$ cat src/rtl/emc_pkg.sv
// Shared definitions for the EMC axis pulse scheduler: axis indices,
// default timing parameters, scheduler state encoding and magnitude width.
package emc_pkg;

  localparam int AX_X = 0;
  localparam int AX_Y = 1;
  localparam int AX_A = 2;
  localparam int AX_B = 3;

  localparam int TICK_DIV_DEF  = 100;
  localparam int SLOTS_DEF     = 1000;
  localparam int STEP_HIGH_DEF = 20;

  // 17 bits so that |-32768| is representable
  localparam int MAG_W = 17;

  typedef enum logic {
    ST_IDLE = 1'b0,
    ST_RUN  = 1'b1
  } sched_state_t;

endpackage

$ cat src/rtl/emc_axis_dda.sv
// One axis of the scheduler: converts a signed pulse word into a clamped
// magnitude and direction, spreads the magnitude across the period with a
// Bresenham accumulator and stretches each fire into a fixed-width step.
module emc_axis_dda
  import emc_pkg::*;
#(
  parameter int SLOTS     = SLOTS_DEF,
  parameter int STEP_HIGH = STEP_HIGH_DEF
) (
  input  logic               clk_100M,
  input  logic               n_rst,
  input  logic               load,
  input  logic               load_vld,
  input  logic               acc_en,
  input  logic signed [15:0] cmd,
  output logic               step,
  output logic               dir,
  output logic               clamp_hit
);

  localparam int ACC_W = MAG_W + 1;
  localparam int CNT_W = $clog2(STEP_HIGH + 1);
  localparam logic [MAG_W-1:0] SLOTS_M = MAG_W'(SLOTS);
  localparam logic [ACC_W-1:0] SLOTS_A = ACC_W'(SLOTS);
  localparam logic [CNT_W-1:0] STEP_W  = CNT_W'(STEP_HIGH);

  // Two's-complement magnitude, widened first so -32768 maps to 32768
  function automatic logic [MAG_W-1:0] abs_mag(input logic signed [15:0] w);
    logic [MAG_W-1:0] u;
    u = {w[15], w};
    return w[15] ? (~u + 17'd1) : u;
  endfunction

  // Saturate a magnitude to the number of slots in one period
  function automatic logic [MAG_W-1:0] sat_mag(input logic [MAG_W-1:0] m);
    return (m > SLOTS_M) ? SLOTS_M : m;
  endfunction

  logic [MAG_W-1:0] mag_raw;
  logic [MAG_W-1:0] mag_q;
  logic [ACC_W-1:0] acc_q;
  logic [ACC_W-1:0] acc_n;
  logic [CNT_W-1:0] cnt_q;
  logic             fire;

  assign mag_raw   = abs_mag(cmd);
  assign clamp_hit = load & load_vld & (mag_raw > SLOTS_M);
  assign acc_n     = acc_q + {1'b0, mag_q};
  assign fire      = acc_en & (acc_n >= SLOTS_A);
  assign step      = (cnt_q != '0);

  // Active command, accumulator and step-width counter
  always_ff @(posedge clk_100M or negedge n_rst) begin
    if (!n_rst) begin
      mag_q <= '0;
      dir   <= 1'b0;
      acc_q <= '0;
      cnt_q <= '0;
    end else begin
      if (load) begin
        acc_q <= '0;
        if (load_vld) begin
          mag_q <= sat_mag(mag_raw);
          dir   <= cmd[15];
        end else begin
          mag_q <= '0;
        end
      end else if (acc_en) begin
        acc_q <= fire ? (acc_n - SLOTS_A) : acc_n;
      end

      if (fire)
        cnt_q <= STEP_W;
      else if (cnt_q != '0)
        cnt_q <= cnt_q - 1'b1;
    end
  end

endmodule

$ cat src/rtl/emc_axis_pulse_sched.sv
// Per-period axis pulse scheduler: captures MCU frames into a shadow
// buffer, releases them at each period boundary, and drives four DDA
// step generators. Sticky status flags report underrun, overrun and clamp.
module emc_axis_pulse_sched
  import emc_pkg::*;
#(
  parameter int TICK_DIV  = TICK_DIV_DEF,
  parameter int SLOTS     = SLOTS_DEF,
  parameter int STEP_HIGH = STEP_HIGH_DEF
) (
  input  logic               clk_100M,
  input  logic               n_rst,
  input  logic               en,
  input  logic               readyFlag,
  input  logic signed [15:0] XPluse,
  input  logic signed [15:0] YPluse,
  input  logic signed [15:0] APluse,
  input  logic signed [15:0] BPluse,
  input  logic               stat_clr,
  output logic [3:0]         step,
  output logic [3:0]         dir,
  output logic               running,
  output logic               period_strobe,
  output logic               underrun,
  output logic               overrun,
  output logic               clamp
);

  localparam int DIV_W  = $clog2(TICK_DIV);
  localparam int TICK_W = (SLOTS > 1) ? $clog2(SLOTS) : 1;
  localparam logic [DIV_W-1:0]  DIV_LAST  = DIV_W'(TICK_DIV - 1);
  localparam logic [DIV_W-1:0]  DIV_HALF  = DIV_W'(TICK_DIV / 2);
  localparam logic [TICK_W-1:0] TICK_LAST = TICK_W'(SLOTS - 1);

  sched_state_t       state_q, state_d;
  logic               rdy_p0;
  logic               rise;
  logic signed [15:0] in_word [4];
  logic signed [15:0] sh_word [4];
  logic signed [15:0] cmd_sel [4];
  logic               shadow_valid_q;
  logic [DIV_W-1:0]   div_q;
  logic [TICK_W-1:0]  tick_q;
  logic               at_bound;
  logic               load_cyc;
  logic               load_vld;
  logic               acc_en;
  logic [3:0]         clamp_hit;
  logic               underrun_set, overrun_set, clamp_set;

  assign in_word[AX_X] = XPluse;
  assign in_word[AX_Y] = YPluse;
  assign in_word[AX_A] = APluse;
  assign in_word[AX_B] = BPluse;

  assign rise     = readyFlag & ~rdy_p0;
  // A frame arriving on the load cycle bypasses the shadow buffer
  assign load_vld = rise | shadow_valid_q;
  assign acc_en   = running & (div_q == DIV_HALF);

  // Registered readyFlag for edge detection
  always_ff @(posedge clk_100M or negedge n_rst) begin
    if (!n_rst) rdy_p0 <= 1'b0;
    else        rdy_p0 <= readyFlag;
  end

  // Shadow frame words; only meaningful while shadow_valid_q is set
  always_ff @(posedge clk_100M) begin
    if (rise) sh_word <= in_word;
  end

  // Shadow valid: consumed by a load, set by a new frame
  always_ff @(posedge clk_100M or negedge n_rst) begin
    if (!n_rst)        shadow_valid_q <= 1'b0;
    else if (load_cyc) shadow_valid_q <= 1'b0;
    else if (rise)     shadow_valid_q <= 1'b1;
  end

  // Scheduler state register
  always_ff @(posedge clk_100M or negedge n_rst) begin
    if (!n_rst) state_q <= ST_IDLE;
    else        state_q <= state_d;
  end

  // Next state: start on a pending frame, stop only at a period boundary
  always_comb begin
    state_d = state_q;
    case (state_q)
      ST_IDLE: if (en && shadow_valid_q) state_d = ST_RUN;
      ST_RUN:  if (at_bound && !en)      state_d = ST_IDLE;
      default: state_d = ST_IDLE;
    endcase
  end

  // State-derived controls: running, boundary position and load cycle
  always_comb begin
    running  = (state_q == ST_RUN);
    at_bound = running && (div_q == '0) && (tick_q == '0);
    load_cyc = at_bound && en;
  end

  assign period_strobe = load_cyc;

  // div/tick counters run only while staying in RUN, otherwise held at 0
  always_ff @(posedge clk_100M or negedge n_rst) begin
    if (!n_rst) begin
      div_q  <= '0;
      tick_q <= '0;
    end else if (state_q == ST_RUN && state_d == ST_RUN) begin
      if (div_q == DIV_LAST) begin
        div_q  <= '0;
        tick_q <= (tick_q == TICK_LAST) ? '0 : tick_q + 1'b1;
      end else begin
        div_q <= div_q + 1'b1;
      end
    end else begin
      div_q  <= '0;
      tick_q <= '0;
    end
  end

  for (genvar g = 0; g < 4; g++) begin : g_axis
    assign cmd_sel[g] = rise ? in_word[g] : sh_word[g];

    emc_axis_dda #(
      .SLOTS     (SLOTS),
      .STEP_HIGH (STEP_HIGH)
    ) u_dda (
      .clk_100M  (clk_100M),
      .n_rst     (n_rst),
      .load      (load_cyc),
      .load_vld  (load_vld),
      .acc_en    (acc_en),
      .cmd       (cmd_sel[g]),
      .step      (step[g]),
      .dir       (dir[g]),
      .clamp_hit (clamp_hit[g])
    );
  end

  assign underrun_set = load_cyc & ~shadow_valid_q & ~rise;
  assign overrun_set  = rise & shadow_valid_q;
  assign clamp_set    = |clamp_hit;

  // Sticky status flags; a set in the same cycle as a clear wins
  always_ff @(posedge clk_100M or negedge n_rst) begin
    if (!n_rst) begin
      underrun <= 1'b0;
      overrun  <= 1'b0;
      clamp    <= 1'b0;
    end else begin
      underrun <= underrun_set | (underrun & ~stat_clr);
      overrun  <= overrun_set  | (overrun  & ~stat_clr);
      clamp    <= clamp_set    | (clamp    & ~stat_clr);
    end
  end

endmodule

$ cat config.mk
export PLATFORM = sky130hd
export DESIGN_NAME = emc_axis_pulse_sched
export DESIGN_NICKNAME = d
export VERILOG_FILES = /design/src/rtl/emc_pkg.sv /design/src/rtl/emc_axis_dda.sv /design/src/rtl/emc_axis_pulse_sched.sv
export SDC_FILE = /design/constraint.sdc
export NUM_CORES = 1
export LEC_CHECK = 0
export BUFFER_PORTS_ARGS = -buffer_cell sky130_fd_sc_hd__buf_2
export CAP_MARGIN = 20
export CORE_ASPECT_RATIO = 1.25
export CORE_MARGIN = 10
export CORE_UTILIZATION = 30
export CTS_CLUSTER_SIZE = 12
export DETAILED_ROUTE_END_ITERATION = 7
export GPL_TIMING_DRIVEN = 1
export PLACE_DENSITY = 0.46
export SETUP_SLACK_MARGIN = 0.4
export SLEW_MARGIN = 10
export SYNTH_ARGS = -nofsm -noshare
export SYNTH_HDL_FRONTEND = slang
export SYNTH_SLANG_ARGS = --single-unit
$ cat constraint.sdc
create_clock -name clk_100M -period 9.9 [get_ports clk_100M]
set_input_delay 1.98 -clock clk_100M [delete_from_list [all_inputs] [get_ports clk_100M]]
set_output_delay 1.98 -clock clk_100M [all_outputs]
set_load 0.02 [all_outputs]
After elaboration in Yosys (flattened, before gate mapping)
Cells that the tools add are included.
Widths: inputs -> output; s select.
- flip-flop bits (word level): 251
- latch bits: 0
- bits in writable memories: 0
- ROM bits: 0
- input bits: 69
- output and inout port bits: 13
- memories kept: 0
- $add $sub $neg: 18
- $mul: 0
- divide/modulo/power cells: 0
- $lt $le $gt $ge: 8
- equal/unequal tests: 4
- shift-type cells: 0
- mux-type cells: 46
- bitwise gates (word level): 30
- reduce and logical (&&, ||, !) cells: 21
- operators by type and width (operator ; number):
    $mux 18 ; 12
    $mux 17 ; 12
    $add 18x17->18 ; 4
    $ge 18x10->1 const B ; 4
    $sub 18x10->18 const B ; 4
    $add 17x1->17 const B ; 4
    $gt 17x10->1 const B ; 4
    $not 17->17 ; 4
    $mux 16 ; 4
    $mux 5 ; 8
    $mux 10 ; 3
    $reduce_bool 5->1 ; 4
    $sub 5x1->5 const B ; 4
    $and 1x1->1 ; 17
    $mux 7 ; 2
    $reduce_bool 2->1 ; 6
    $add 10x1->10 const B ; 1
    $eq 10x10->1 const B ; 1
    $logic_not 10->1 ; 1
    $add 7x1->7 const B ; 1
    $eq 7x6->1 const B ; 1
    $eq 7x7->1 const B ; 1
    $logic_not 7->1 ; 1
    $logic_and 1x1->1 ; 6
    other kinds (8) ; 18

Longest topological paths before layout
Gate-level depths: netlist of the first run.
- word-level depth: 10
- gate-level depth with buffers: 17
- gate-level depth less buffers: 14

Cells and area by module
From an unflattened synthesis of the first run, not the netlist that was laid out.
- cells, all modules: 1945
- area total of the unflattened synthesis: 18096.1 um2
- by module, submodules not included (module ; instances ; cells each ; area each (um2) ; seq. area each (um2)):
    emc_axis_dda at g_axis[0].u_dda ... ; 3 ; 425 ; 3582.2 ; 1026.0
    emc_axis_pulse_sched ; 1 ; 260 ; 3888.7 ; 2497.4
    emc_axis_dda at g_axis[3].u_dda ; 1 ; 410 ; 3460.8 ; 1026.0

Worst setup path after synthesis of the first run
Ideal clock, no wire load.
- path kind: input -> register
- start: input readyFlag
- end: register clamp
- setup time: 0.130 ns
- data arrival time: 5.831 ns
- data required time: 9.770 ns
- slack: 3.939 ns
- stages: 12
- buffers on the path: 3
- cell sequence: nand2b_2 > buf_6 > inv_2 > clkbuf_1 > clkbuf_1 > nand2_1 > a21oi_1 > a22oi_1 > nor4_4 > o41ai_4 > nor4_2 > o2bb2ai_1
- word-level cells in the longest chain between the ends: 9
- ends and longest elaborated chain (item ; RTL line ; source):
    start: declaration ; emc_axis_pulse_sched.sv:14 ; input logic readyFlag,
    $and 1x1->1 * ; emc_axis_pulse_sched.sv:56 ; assign rise = readyFlag & ~rdy_p0;
    net rise ; emc_axis_pulse_sched.sv:37 ; logic rise;
    $mux 16 ; emc_axis_pulse_sched.sv:123 ; assign cmd_sel[g] = rise ? in_word[g] : sh_word[g];
    $not 17->17 ; emc_axis_dda.sv:31 ; return w[15] ? (~u + 17'd1) : u;
    $add 17x1->17 ; emc_axis_dda.sv:31 ;
    $mux 17 ; emc_axis_dda.sv:31 ;
    $gt 17x10->1 ; emc_axis_dda.sv:47 ; assign clamp_hit = load & load_vld & (mag_raw > SLOTS_M);
    $and 1x1->1 ; emc_axis_dda.sv:47 ;
    $reduce_or 4->1 * ; emc_axis_pulse_sched.sv:143 ; assign clamp_set = |clamp_hit;
    $or 1x1->1 * ; emc_axis_pulse_sched.sv:154 ; clamp <= clamp_set | (clamp & ~stat_clr);
    end signal: assignment ; emc_axis_pulse_sched.sv:154 ;
    end: declaration ; emc_axis_pulse_sched.sv:26 ; output logic clamp
Mark *: on every way through the listed nets, which the timed path passes. The rest lies on a longest branch.
A chain may end at the register's enable or synchronous reset.

Worst setup path in the final report of the first run
- start: input readyFlag
- end: register clamp
- word-level cells in the longest chain between the ends: 9
- ends and longest elaborated chain (item ; RTL line):
    $and 1x1->1 * ; emc_axis_pulse_sched.sv:56
    $mux 16 ; emc_axis_pulse_sched.sv:123
    $not 17->17 ; emc_axis_dda.sv:31
    $add 17x1->17 ; emc_axis_dda.sv:31
    $mux 17 ; emc_axis_dda.sv:31
    $gt 17x10->1 ; emc_axis_dda.sv:47
    $and 1x1->1 ; emc_axis_dda.sv:47
    $reduce_or 4->1 * ; emc_axis_pulse_sched.sv:143
    $or 1x1->1 * ; emc_axis_pulse_sched.sv:154
Every way passes the cells marked *; elsewhere a longest branch is shown, timed or not.

==> flow_metrics.py, run 1 <==
metrics = {
    "power": {
        "combPwrFrac": 0.481,
        "p_leak_nw": 8.585,
        "p_clk_frac": 0.209,
        "ir_worst_vdd_uv": 166.4,
        "p_sw_w": 0.002061,
        "internal_power_w": 0.002749,
        "sw_frac_of_total": 0.4285,
        "power.density_mw_per_mm2": 242.9,
        "seqPwrFrac": 0.310,
    },
    "drt": {
        "drc": 0,
        "dr.pass1.iters": 5,
        "via_per_inst": 5.317,
        "postRouteAntennaNets": 0,
        "routed-via-count": 14764,
        "routed_wl_mm": 47.25,
        "wl_per_cell_um": 17.01,
        "drt-initial-drc-count": 800,
    },
    "sta": {
        "finalSetupViolations": 0,
        "fmax_mhz": 176.0,
        "fin_ws_ns": 4.219,
        "worst_slew_pin_slew_ns": 1.051,
        "rsz0062_at_grt": "false",
        "fin_crit_sh": 0.5738,
        "drv_slew": 0,
        "slew_headroom": 0.2790,
        "final_hold_viol_count": 0,
        "setup_tns_ns": 0,
        "min_period_ns": 5.681,
        "final.setup_skew_ns": 0.01185,
    },
    "worst_setup_path": {
        "reg2regPathDepth": 13,
        "cp-end-kind": "register",
        "cp_max_fo": 52,
        "arrival_ns": 6.10,
        "crit_required_ns": 10.32,
        "startpoint": "readyFlag",
        "r2r_setup_slack_ns": 5.08,
        "r2r-end": "clamp",
        "r2r-start": "rdy_p0",
        "worstSetupStartpointType": "input port",
        "worstSetupPathType": "in -> reg",
        "endpoint": "clamp",
    },
    "grt": {
        "grt_pass1_wl_mm": 77.89,
        "grtUsageTotal": 0.1320,
        "antenna_found_initial": 0,
        "grt_pass1_vias": 14618,
        "grt_max_degree": 74,
        "grt-ovfl-total": 0,
    },
    "final_layout": {
        "drive_gt1_frac": 0.1093,
        "num_antenna_cells": 0,
        "layout_commonest_cell": "nand2_1",
        "area_delta_synth_final_pct": 10.57,
        "most-common-layout-cells": "nand2_1 (202), dfrtp_1 (187), nor2_1 (162)",
        "fillers": 6241,
        "multi_input_area_sq_mm": 0.01066,
        "register_area_sq_mm": 0.006601,
        "final_cell_area_sq_mm": 0.01980,
        "nNetsFinal": 2153,
    },
    "clocking": {
        "clkTransAtPathRegs_ns": 0.06,
        "clk_latency_ns": 0.57,
        "htree_levels": 1,
        "clock_sinks": 251,
        "hold_buffers": 0,
        "cts_buffers": 29,
        "cts_tree": "yes",
        "cts-root-buf": "clkbuf_16",
        "cts_resized": 0,
        "clock_path_buffers": 3,
        "cts_setup_buffers": 0,
    },
    "logic_synthesis": {
        "synth_cells": 1958,
        "synth_area_sq_mm": 0.01791,
        "syn-num-nets": 2120,
        "syn_area_per_cell_sq_um": 9.147,
        "async_flop_share": 0.7450,
        "synth-seq-area-share": 0.3686,
        "yosysUniqueCellTypes": 105,
        "synth_edf_count": 64,
        "synth_flop_cell": "dfrtp_1",
        "synth_warnings": 0,
        "ys_ff_latch": 251,
    },
    "placement": {
        "port_buffers": 81,
        "dp.final_hpwl_mm": 34.47,
        "gp_congestion": 0.8421,
        "placed_area_sq_mm": 0.01893,
        "place_ws_ns": 3.585,
    },
    "die": {
        "start_util": 0.3020,
        "io_pins": 82,
        "num_rows": 100,
        "core-area_sq_mm": 0.05931,
        "die-area_sq_mm": 0.06993,
        "die_h_um": 293.2,
        "fp.dieW_um": 238.5,
    },
    "job": {
        "max_cap_viol_count": 0,
    },
    "hold_path": {
        "worstHoldPathType": "reg -> reg",
    },
    "outcome": {
        "run_status": "completed",
    },
}
synth_stat cells (all sizes together) (22+ instances only):
| cell type | number | area (sq um) |
|---|---|---|
| a211oi | 29 | 245.2 |
| a21o | 32 | 240.2 |
| a21oi | 103 | 541.8 |
| a31oi | 27 | 168.9 |
| and2 | 46 | 289.0 |
| and3 | 25 | 156.4 |
| buf | 35 | 267.8 |
| clkbuf | 58 | 219.0 |
| dfrtp | 187 | 4679 |
| edfxtp | 64 | 1922 |
| ha | 89 | 1114 |
| inv | 52 | 195.2 |
| mux2i | 73 | 738.2 |
| nand2 | 204 | 773.2 |
| nand3 | 79 | 400.4 |
| nand4 | 26 | 168.9 |
| nor2 | 166 | 630.6 |
| nor3 | 50 | 250.2 |
| o211ai | 31 | 246.5 |
| o21ai | 116 | 580.6 |
| o31ai | 29 | 217.7 |
| or3 | 22 | 137.6 |
| xnor2 | 71 | 621.9 |
| xor2 | 38 | 332.8 |
kinds of logic after synthesis:
family / count (synthesis) / synth area share
flip-flops: 251 / 0.3686
AND/OR/NAND/NOR: 739 / 0.2122
AO/OA/AOI/OAI: 529 / 0.2076
XOR/XNOR: 109 / 0.05330
adder cells (fa/ha/maj): 93 / 0.06665
multiplexers: 92 / 0.05358
buffers and inverters: 145 / 0.03807
worst min-delay path by stage:
| stage | from | slack (ns) | end | cells past startpoint |
|---|---|---|---|---|
| 2_1_floorplan | div_q[0] | 0.45 | div_q[0] | 1 |
| 3_3_place_gp | g_axis[3].u_dda.dir | 0.47 | g_axis[3].u_dda.dir | 2 |
| 3_5_place_dp | g_axis[3].u_dda.dir | 0.47 | g_axis[3].u_dda.dir | 2 |
| 4_1_cts | div_q[0] | 0.48 | div_q[0] | 1 |
| 5_1_grt | div_q[0] | 0.49 | div_q[0] | 1 |
| 6_report | g_axis[3].u_dda.dir | 0.47 | g_axis[3].u_dda.dir | 2 |
metal layers:
layer | vias up | GRT usage | routed length [um]
met5 | - | 0 | 0
met4 | 0 | 0.03944 | 1102
met3 | 61 | 0.01603 | 1591
met2 | 252 | 0.2211 | 22200
met1 | 7063 | 0.1745 | 22350
li1 | 7388 | - | -
metrics by stage:
| stage | hold WS (ns) | power, W | std cells | util |
|---|---|---|---|---|
| 3_3_place_gp | 0.4689 | 0.003793 | 2725 | 0.3193 |
| 2_1_floorplan | 0.4473 | 0.003276 | 1958 | - |
| 5_1_grt | 0.4932 | 0.005218 | 2777 | 0.3339 |
| 4_1_cts | 0.4797 | 0.004865 | 2777 | 0.3339 |
| 6_report | 0.4743 | 0.004810 | 2777 | 0.3339 |
| 3_5_place_dp | 0.4698 | 0.003823 | 2725 | 0.3193 |
cell type report:
class                      count  area share
sequential                   251      0.3334
timing repair buffer          95     0.02622
inverter                      52    0.009983
multi-input combinational   1562      0.5383
clock buffer                  39     0.04006
clock inverter                13    0.003791
tap                          765     0.04834
power groups by stage:
stage | logic (W) | registers [W] | clock network [W]
6_report | 0.00231 | 0.00149 | 0.00100
5_1_grt | 0.00261 | 0.00153 | 0.00108
4_1_cts | 0.00232 | 0.00149 | 0.00105
3_5_place_dp | 0.00231 | 0.00151 | 0
3_3_place_gp | 0.00228 | 0.00151 | 0
2_1_floorplan | 0.00183 | 0.00144 | 0
worst max-delay path, cell delays in order:
cell and delay (ns):
buf_2 0.21, nand2b_4 0.63, buf_4 0.69, mux2i_1 0.38
ha_1 0.26, inv_1 0.08, a211oi_4 0.22, nand4_1 0.18
nor4_2 0.31, mux2i_1 0.15, nor4_4 0.37, o41ai_4 0.20
nor4_2 0.28, o2bb2ai_1 0.08
state kept, by name (all words and copies together), names as in the netlist, 4 cells and up:
name,count
g_axis.u_dda.acc_q,72
sh_word,64
g_axis.u_dda.cnt_q,20
div_q,7
g_axis.u_dda.mag_q,68
tick_q,10
g_axis.u_dda.dir,4
Power figures use the tool's default switching activity.
==> run 2, diff against run 1 <==
--- a/config.mk
+++ b/config.mk
@@ -13,7 +13,7 @@
 export CTS_CLUSTER_SIZE = 12
 export DETAILED_ROUTE_END_ITERATION = 7
 export GPL_TIMING_DRIVEN = 1
-export PLACE_DENSITY = 0.46
+export PLACE_DENSITY = 0.47
 export SETUP_SLACK_MARGIN = 0.4
 export SLEW_MARGIN = 10
 export SYNTH_ARGS = -nofsm -noshare
==> constraint.sdc (replaced) <==
create_clock -name clk_100M -period 5.2 [get_ports clk_100M]
set_input_delay 1.04 -clock clk_100M [delete_from_list [all_inputs] [get_ports clk_100M]]
set_output_delay 1.04 -clock clk_100M [all_outputs]
set_load 0.02 [all_outputs]
==> run 2 against run 1 <==
  * Hold slack lost 0.023 ns
  * Highest routed layer unchanged
  * Critical path type is now reg -> reg
  * Largest cell class unchanged
  * Critical path depth decreased by 1
  * Global-route usage up 0.38 points
==> flow_metrics.py, run 2 (synthesized netlist as in run 1, its figures left out) <==
metrics = {
    "outcome": {
        "run_status": "completed",
    },
    "power": {
        "p_leak_nw": 8.693,
        "ir_worst_vdd_uv": 225.6,
        "power.density_mw_per_mm2": 470.3,
        "p_total_w": 0.009407,
    },
    "worst_setup_path": {
        "worstSetupPathType": "reg -> reg",
        "cp-end-kind": "register",
        "reg2regPathDepth": 13,
        "cp_max_fo": 8,
        "slowest_delay_ns": 0.73,
        "crit_required_ns": 5.69,
        "worstSetupStartpointType": "register",
        "arrival_ns": 4.60,
        "cp_cell_sequence": "ha_1, inv_1, fa_1, nand2b_1, a211oi_2, o2111ai_1, a21oi_1, mux2i_1, a211oi_1, buf_4, nand3_2, mux2_2, o21ai_1",
        "cpMaxStageDelayCell": "a211oi_1",
    },
    "clocking": {
        "htree_levels": 1,
        "hold_buffers": 0,
        "clock_sinks": 251,
        "clock_path_buffers": 3,
        "cts-root-buf": "clkbuf_16",
        "clk_latency_ns": 0.57,
        "cts_setup_buffers": 0,
        "cts_tree": "yes",
        "cts_resized": 0,
        "cts_buffers": 28,
        "clkTransAtPathRegs_ns": 0.06,
    },
    "sta": {
        "worst_slew_pin_slew_ns": 0.9788,
        "drv_slew": 0,
        "slew_headroom": 0.3450,
        "finalSetupViolations": 0,
        "min_period_ns": 4.105,
        "fin_crit_sh": 0.7895,
        "rsz0062_at_grt": "false",
        "setup_tns_ns": 0,
        "final_hold_viol_count": 0,
        "final.setup_skew_ns": 0.01176,
        "fmax_mhz": 243.6,
    },
    "final_layout": {
        "num_antenna_cells": 0,
        "area_delta_synth_final_pct": 11.68,
        "layout_commonest_cell": "nand2_1",
        "drive_gt1_frac": 0.1134,
        "fillers": 6243,
        "register_area_sq_mm": 0.006601,
        "largest_reg_flops": 72,
        "most-common-layout-cells": "nand2_1 (202), dfrtp_1 (187), nor2_1 (162)",
        "reg_top3": "g_axis.u_dda.acc_q x72, g_axis.u_dda.mag_q x68, sh_word x64",
        "regMostFlops": "g_axis.u_dda.acc_q",
        "nNetsFinal": 2160,
        "multi_input_area_sq_mm": 0.01066,
    },
    "placement": {
        "dp.final_hpwl_mm": 35.41,
        "port_buffers": 81,
        "gp_congestion": 0.8348,
    },
    "job": {
        "max_cap_viol_count": 0,
    },
    "grt": {
        "antenna_found_initial": 0,
        "grt_pass1_wl_mm": 79.94,
        "grt_pass1_vias": 14905,
        "grt_max_degree": 98,
        "grt-ovfl-total": 0,
        "grtUsageTotal": 0.1358,
    },
    "hold_path": {
        "worstHoldPathType": "in -> async",
    },
    "drt": {
        "postRouteAntennaNets": 0,
        "via_per_inst": 5.327,
        "dr.pass1.iters": 5,
        "drt-initial-drc-count": 852,
        "routed_wl_mm": 48.18,
        "routed-via-count": 14835,
        "drc": 0,
        "wl_per_cell_um": 17.30,
    },
    "die": {
        "core-area_sq_mm": 0.05931,
        "fp.dieW_um": 238.5,
        "io_pins": 82,
        "start_util": 0.3020,
        "die_h_um": 293.2,
        "die-area_sq_mm": 0.06993,
        "num_rows": 100,
    },
}
run 2: power by group:
part | switching [W] | leakage, nW | total (W) | internal (W)
combinational | 0.00276 | 5.13 | 0.00445 | 0.00169
clock | 0.000839 | 0.489 | 0.00211 | 0.00127
sequential | 0.000361 | 3.07 | 0.00284 | 0.00248
total | 0.00396 | 8.69 | 0.00941 | 0.00545
run 2: worst max-delay path: cells and delay by family, from the launching register on:
family,cells,cell delay (ns)
flops,1,0.36
simple gates,2,0.41
mux,2,0.50
buf+inv,2,0.35
compound gates,5,1.80
fa+ha+maj,2,0.62
run 2: metal layers:
layer / vias to the layer above / GRT usage / wire length [um]
li1: 7404 / - / -
met1: 7170 / 0.1771 / 22780
met2: 207 / 0.2337 / 23150
met3: 54 / 0.01472 / 1320
met4: 0 / 0.03584 / 931
met5: - / 0 / 0
run 2: per-stage QoR:
stage                     hold WS (ns)  area, sq um  std cells  worst slack (ns)  utilization
after detailed placement        0.4789        19020       2733            0.7224       0.3207
after global placement          0.4728        19020       2733            0.7592       0.3207
after CTS                       0.4441        20000       2785             1.087       0.3373
final                           0.4517        20000       2785             1.095       0.3373
after floorplan                 0.4473        17910       1958             1.028            -
after global routing            0.4707        20000       2785            0.8236       0.3373
run 2: worst paths after layout:
check                                         start                       end  slack (ns)
hold reg to reg                            div_q[0]                  div_q[0]        0.48
max in group asynchronous                     n_rst  g_axis[3].u_dda.cnt_q[1]        3.65
hold / removal                                n_rst                  underrun        0.45
setup / recovery           g_axis[3].u_dda.acc_q[0]  g_axis[3].u_dda.acc_q[4]        1.09
setup reg to reg           g_axis[3].u_dda.acc_q[0]  g_axis[3].u_dda.acc_q[4]        1.09
min in group clk_100M                      div_q[0]                  div_q[0]        0.48
run 2: final cells by class:
cell class                      count  share of cell area
Clock buffer                       45             0.04485
Clock inverter                      7            0.004254
Inverter                           52            0.009884
Multi-Input combinational cell   1562              0.5329
Sequential cell                   251              0.3300
Tap cell                          765             0.04785
Timing Repair Buffer              103             0.03021
==> run 3, diff against run 2 <==
--- a/config.mk
+++ b/config.mk
@@ -5,6 +5,7 @@
 export SDC_FILE = /design/constraint.sdc
 export NUM_CORES = 1
 export LEC_CHECK = 0
+export ABC_AREA = 1
 export BUFFER_PORTS_ARGS = -buffer_cell sky130_fd_sc_hd__buf_2
 export CAP_MARGIN = 20
 export CORE_ASPECT_RATIO = 1.25
@@ -13,7 +14,7 @@
 export CTS_CLUSTER_SIZE = 12
 export DETAILED_ROUTE_END_ITERATION = 7
 export GPL_TIMING_DRIVEN = 1
-export PLACE_DENSITY = 0.47
+export PLACE_DENSITY = 0.46
 export SETUP_SLACK_MARGIN = 0.4
 export SLEW_MARGIN = 10
 export SYNTH_ARGS = -nofsm -noshare
==> constraint.sdc (replaced) <==
create_clock -name clk_100M -period 4.2 [get_ports clk_100M]
set_input_delay 0.84 -clock clk_100M [delete_from_list [all_inputs] [get_ports clk_100M]]
set_output_delay 0.84 -clock clk_100M [all_outputs]
set_load 0.02 [all_outputs]
==> run 3 against run 2 <==
  * Maximum frequency up 21%
  * Die area up 2.3%
  * Routed wire length up 1.1%
  * Sequential power up 2%
  * Critical path type unchanged
  * Combinational power down 51%
  * Register-to-register slack worse by 0.30 ns
  * Hold slack worse by 0.20 ns
  * Flip-flop and latch count unchanged
==> flow_metrics.py, run 3 <==
metrics = {
    "sta": {
        "setup_tns_ns": 0,
        "final.setup_skew_ns": 0.02878,
        "rsz0062_at_grt": "false",
        "fmax_mhz": 294.0,
        "fin_crit_sh": 0.8099,
        "drv_slew": 0,
        "worst_slew_pin_slew_ns": 0.8591,
        "finalSetupViolations": 0,
        "slew_headroom": 0.4273,
        "final_hold_viol_count": 0,
        "min_period_ns": 3.402,
    },
    "logic_synthesis": {
        "synth_warnings": 0,
        "post-synth-top-area-cell": "dfrtp_1",
        "synth_edf_count": 64,
        "yosysTopAreaCellShare": 0.2550,
        "syn-num-nets": 2885,
        "yosysMostFrequentCell": "nand2_1",
        "synth_flop_cell": "dfrtp_1",
        "synth-seq-area-share": 0.3598,
        "synth.area.top_cells": "dfrtp_1 (26%), nand2_1 (21%), edfxtp_1 (10%), inv_1 (7.8%), nand3_1 (6.6%)",
        "ys_ff_latch": 251,
        "synth_area_sq_mm": 0.01835,
        "syn_area_per_cell_sq_um": 6.738,
        "synth_cells": 2723,
        "async_flop_share": 0.7450,
        "synth_commonest_cells": "nand2_1 (1032), inv_1 (382), nand3_1 (243)",
        "yosysUniqueCellTypes": 51,
    },
    "grt": {
        "grt_pass1_wl_mm": 82.07,
        "antenna_found_initial": 0,
        "grt-ovfl-total": 0,
        "grtUsageTotal": 0.1372,
        "met3_usage": 0.01585,
        "busiest_layer": "met2",
        "grt_pass1_vias": 16303,
        "grtUsageMet2": 0.2282,
        "grt_max_degree": 90,
        "met1_usage": 0.1845,
    },
    "clocking": {
        "clkTransAtPathRegs_ns": 0.07,
        "hold_buffers": 0,
        "clk_latency_ns": 0.59,
        "cts_setup_buffers": 0,
        "htree_levels": 1,
        "clock_path_buffers": 3,
        "cts_tree": "yes",
        "cts-root-buf": "clkbuf_16",
        "cts_resized": 0,
        "cts_buffers": 30,
        "clock_sinks": 251,
    },
    "final_layout": {
        "drive_gt1_frac": 0.07482,
        "reg_top3": "g_axis.u_dda.acc_q x72, g_axis.u_dda.mag_q x68, sh_word x64",
        "largest_reg_flops": 72,
        "nNetsFinal": 2958,
        "final_cell_area_sq_mm": 0.02055,
        "layout_commonest_cell": "nand2_1",
        "postLayoutCoreUtil": 0.3388,
        "regMostFlops": "g_axis.u_dda.acc_q",
        "num_antenna_cells": 0,
        "fin_cells": 3592,
        "most-common-layout-cells": "nand2_1 (1032), inv_1 (381), nand3_1 (243)",
        "area_delta_synth_final_pct": 12.01,
    },
    "power": {
        "p_leak_nw": 11.48,
        "p_total_w": 0.007706,
        "power.density_mw_per_mm2": 375.0,
        "ir_worst_vdd_uv": 320.2,
    },
    "worst_setup_path": {
        "cp-end-kind": "register",
        "r2r-end": "g_axis[2].u_dda.acc_q[4]",
        "reg2regPathDepth": 15,
        "r2r_setup_slack_ns": 0.80,
        "r2r-start": "g_axis[2].u_dda.acc_q[0]",
        "cp_max_fo": 5,
        "worstSetupStartpointType": "register",
        "arrival_ns": 3.86,
        "worstSetupPathType": "reg -> reg",
        "crit_required_ns": 4.66,
    },
    "hold_path": {
        "worstHoldPathType": "in -> async",
    },
    "die": {
        "die-area_sq_mm": 0.07151,
        "start_util": 0.3025,
        "io_pins": 82,
        "num_rows": 101,
        "fp.dieW_um": 241.2,
        "core-area_sq_mm": 0.06066,
        "die_h_um": 296.5,
    },
    "job": {
        "max_cap_viol_count": 0,
    },
    "drt": {
        "dr.pass1.iters": 5,
        "wl_per_cell_um": 13.56,
        "drt-initial-drc-count": 894,
        "via_per_inst": 4.645,
        "postRouteAntennaNets": 0,
        "routed-via-count": 16685,
        "routed_wl_mm": 48.71,
        "drc": 0,
    },
    "placement": {
        "placed_cells": 3536,
        "placed_area_sq_mm": 0.01956,
        "port_buffers": 81,
        "dp.final_hpwl_mm": 37.37,
        "gp_congestion": 0.8607,
    },
    "outcome": {
        "run_status": "completed",
    },
}
## run 3: kinds of logic after synthesis
| kind of cell | Yosys count | synth area share |
|---|---|---|
| compound gates | 264 | 0.08422 |
| xor+xnor | 60 | 0.02864 |
| fa+ha+maj | 93 | 0.06506 |
| buf+inv | 463 | 0.1032 |
| flops | 251 | 0.3598 |
| mux | 1 | 0.0005456 |
| simple gates | 1591 | 0.3585 |
## run 3: routing by layer
layer  part of all wire  vias up
li1                   -     8755
met1               0.49     7600
met2               0.45      268
met3              0.034       62
met4              0.020        0
met5                  0        -
## run 3: worst max-delay path by stage
stage	to	slack [ns]	depth (start not counted)	from
6_report	g_axis[2].u_dda.acc_q[4]	0.80	15	g_axis[2].u_dda.acc_q[0]
5_1_grt	g_axis[2].u_dda.acc_q[4]	0.56	15	g_axis[2].u_dda.acc_q[0]
4_1_cts	g_axis[1].u_dda.acc_q[17]	0.82	16	g_axis[1].u_dda.acc_q[0]
3_5_place_dp	g_axis[1].u_dda.mag_q[3]	0.41	16	readyFlag
3_3_place_gp	g_axis[1].u_dda.mag_q[6]	0.48	16	readyFlag
2_1_floorplan	clamp	1.18	17	readyFlag
## run 3: final cells by class
type	count	area [sq um]
Timing Repair Buffer	109	661.9
Inverter	395	1483
Clock inverter	13	115.1
Multi-Input combinational cell	2009	9852
Fill cell	6595	40110
Clock buffer	43	872.1
Tap cell	772	965.9
Sequential cell	251	6601
## run 3: worst max-delay path, cell delays in order, from the launching register on
cell     delay [ns]
dfrtp_1        0.38
ha_1           0.25
fa_1           0.42
nand3_1        0.10
nand2_1        0.12
nand2_1        0.09
nand2_1        0.12
xnor2_1        0.31
nor2_1         0.10
nand2_1        0.15
nand3_1        0.19
nor2_2         0.28
inv_1          0.20
nand2_1        0.25
nand2_1        0.10
a21bo_2        0.22
## run 3: stage by stage
stage / hold slack, ns / setup WS (ns)
after floorplan: 0.4401 / 1.182
after global placement: 0.4594 / 0.4810
after detailed placement: 0.4596 / 0.4126
after CTS: 0.2985 / 0.8238
after global routing: 0.3286 / 0.5574
final: 0.2565 / 0.7984
## run 3: where the power goes
part	internal, W	switching, W	total (W)
clock	0.00156	0.00109	0.00265
sequential	0.00272	0.000175	0.00290
combinational	0.000681	0.00148	0.00216
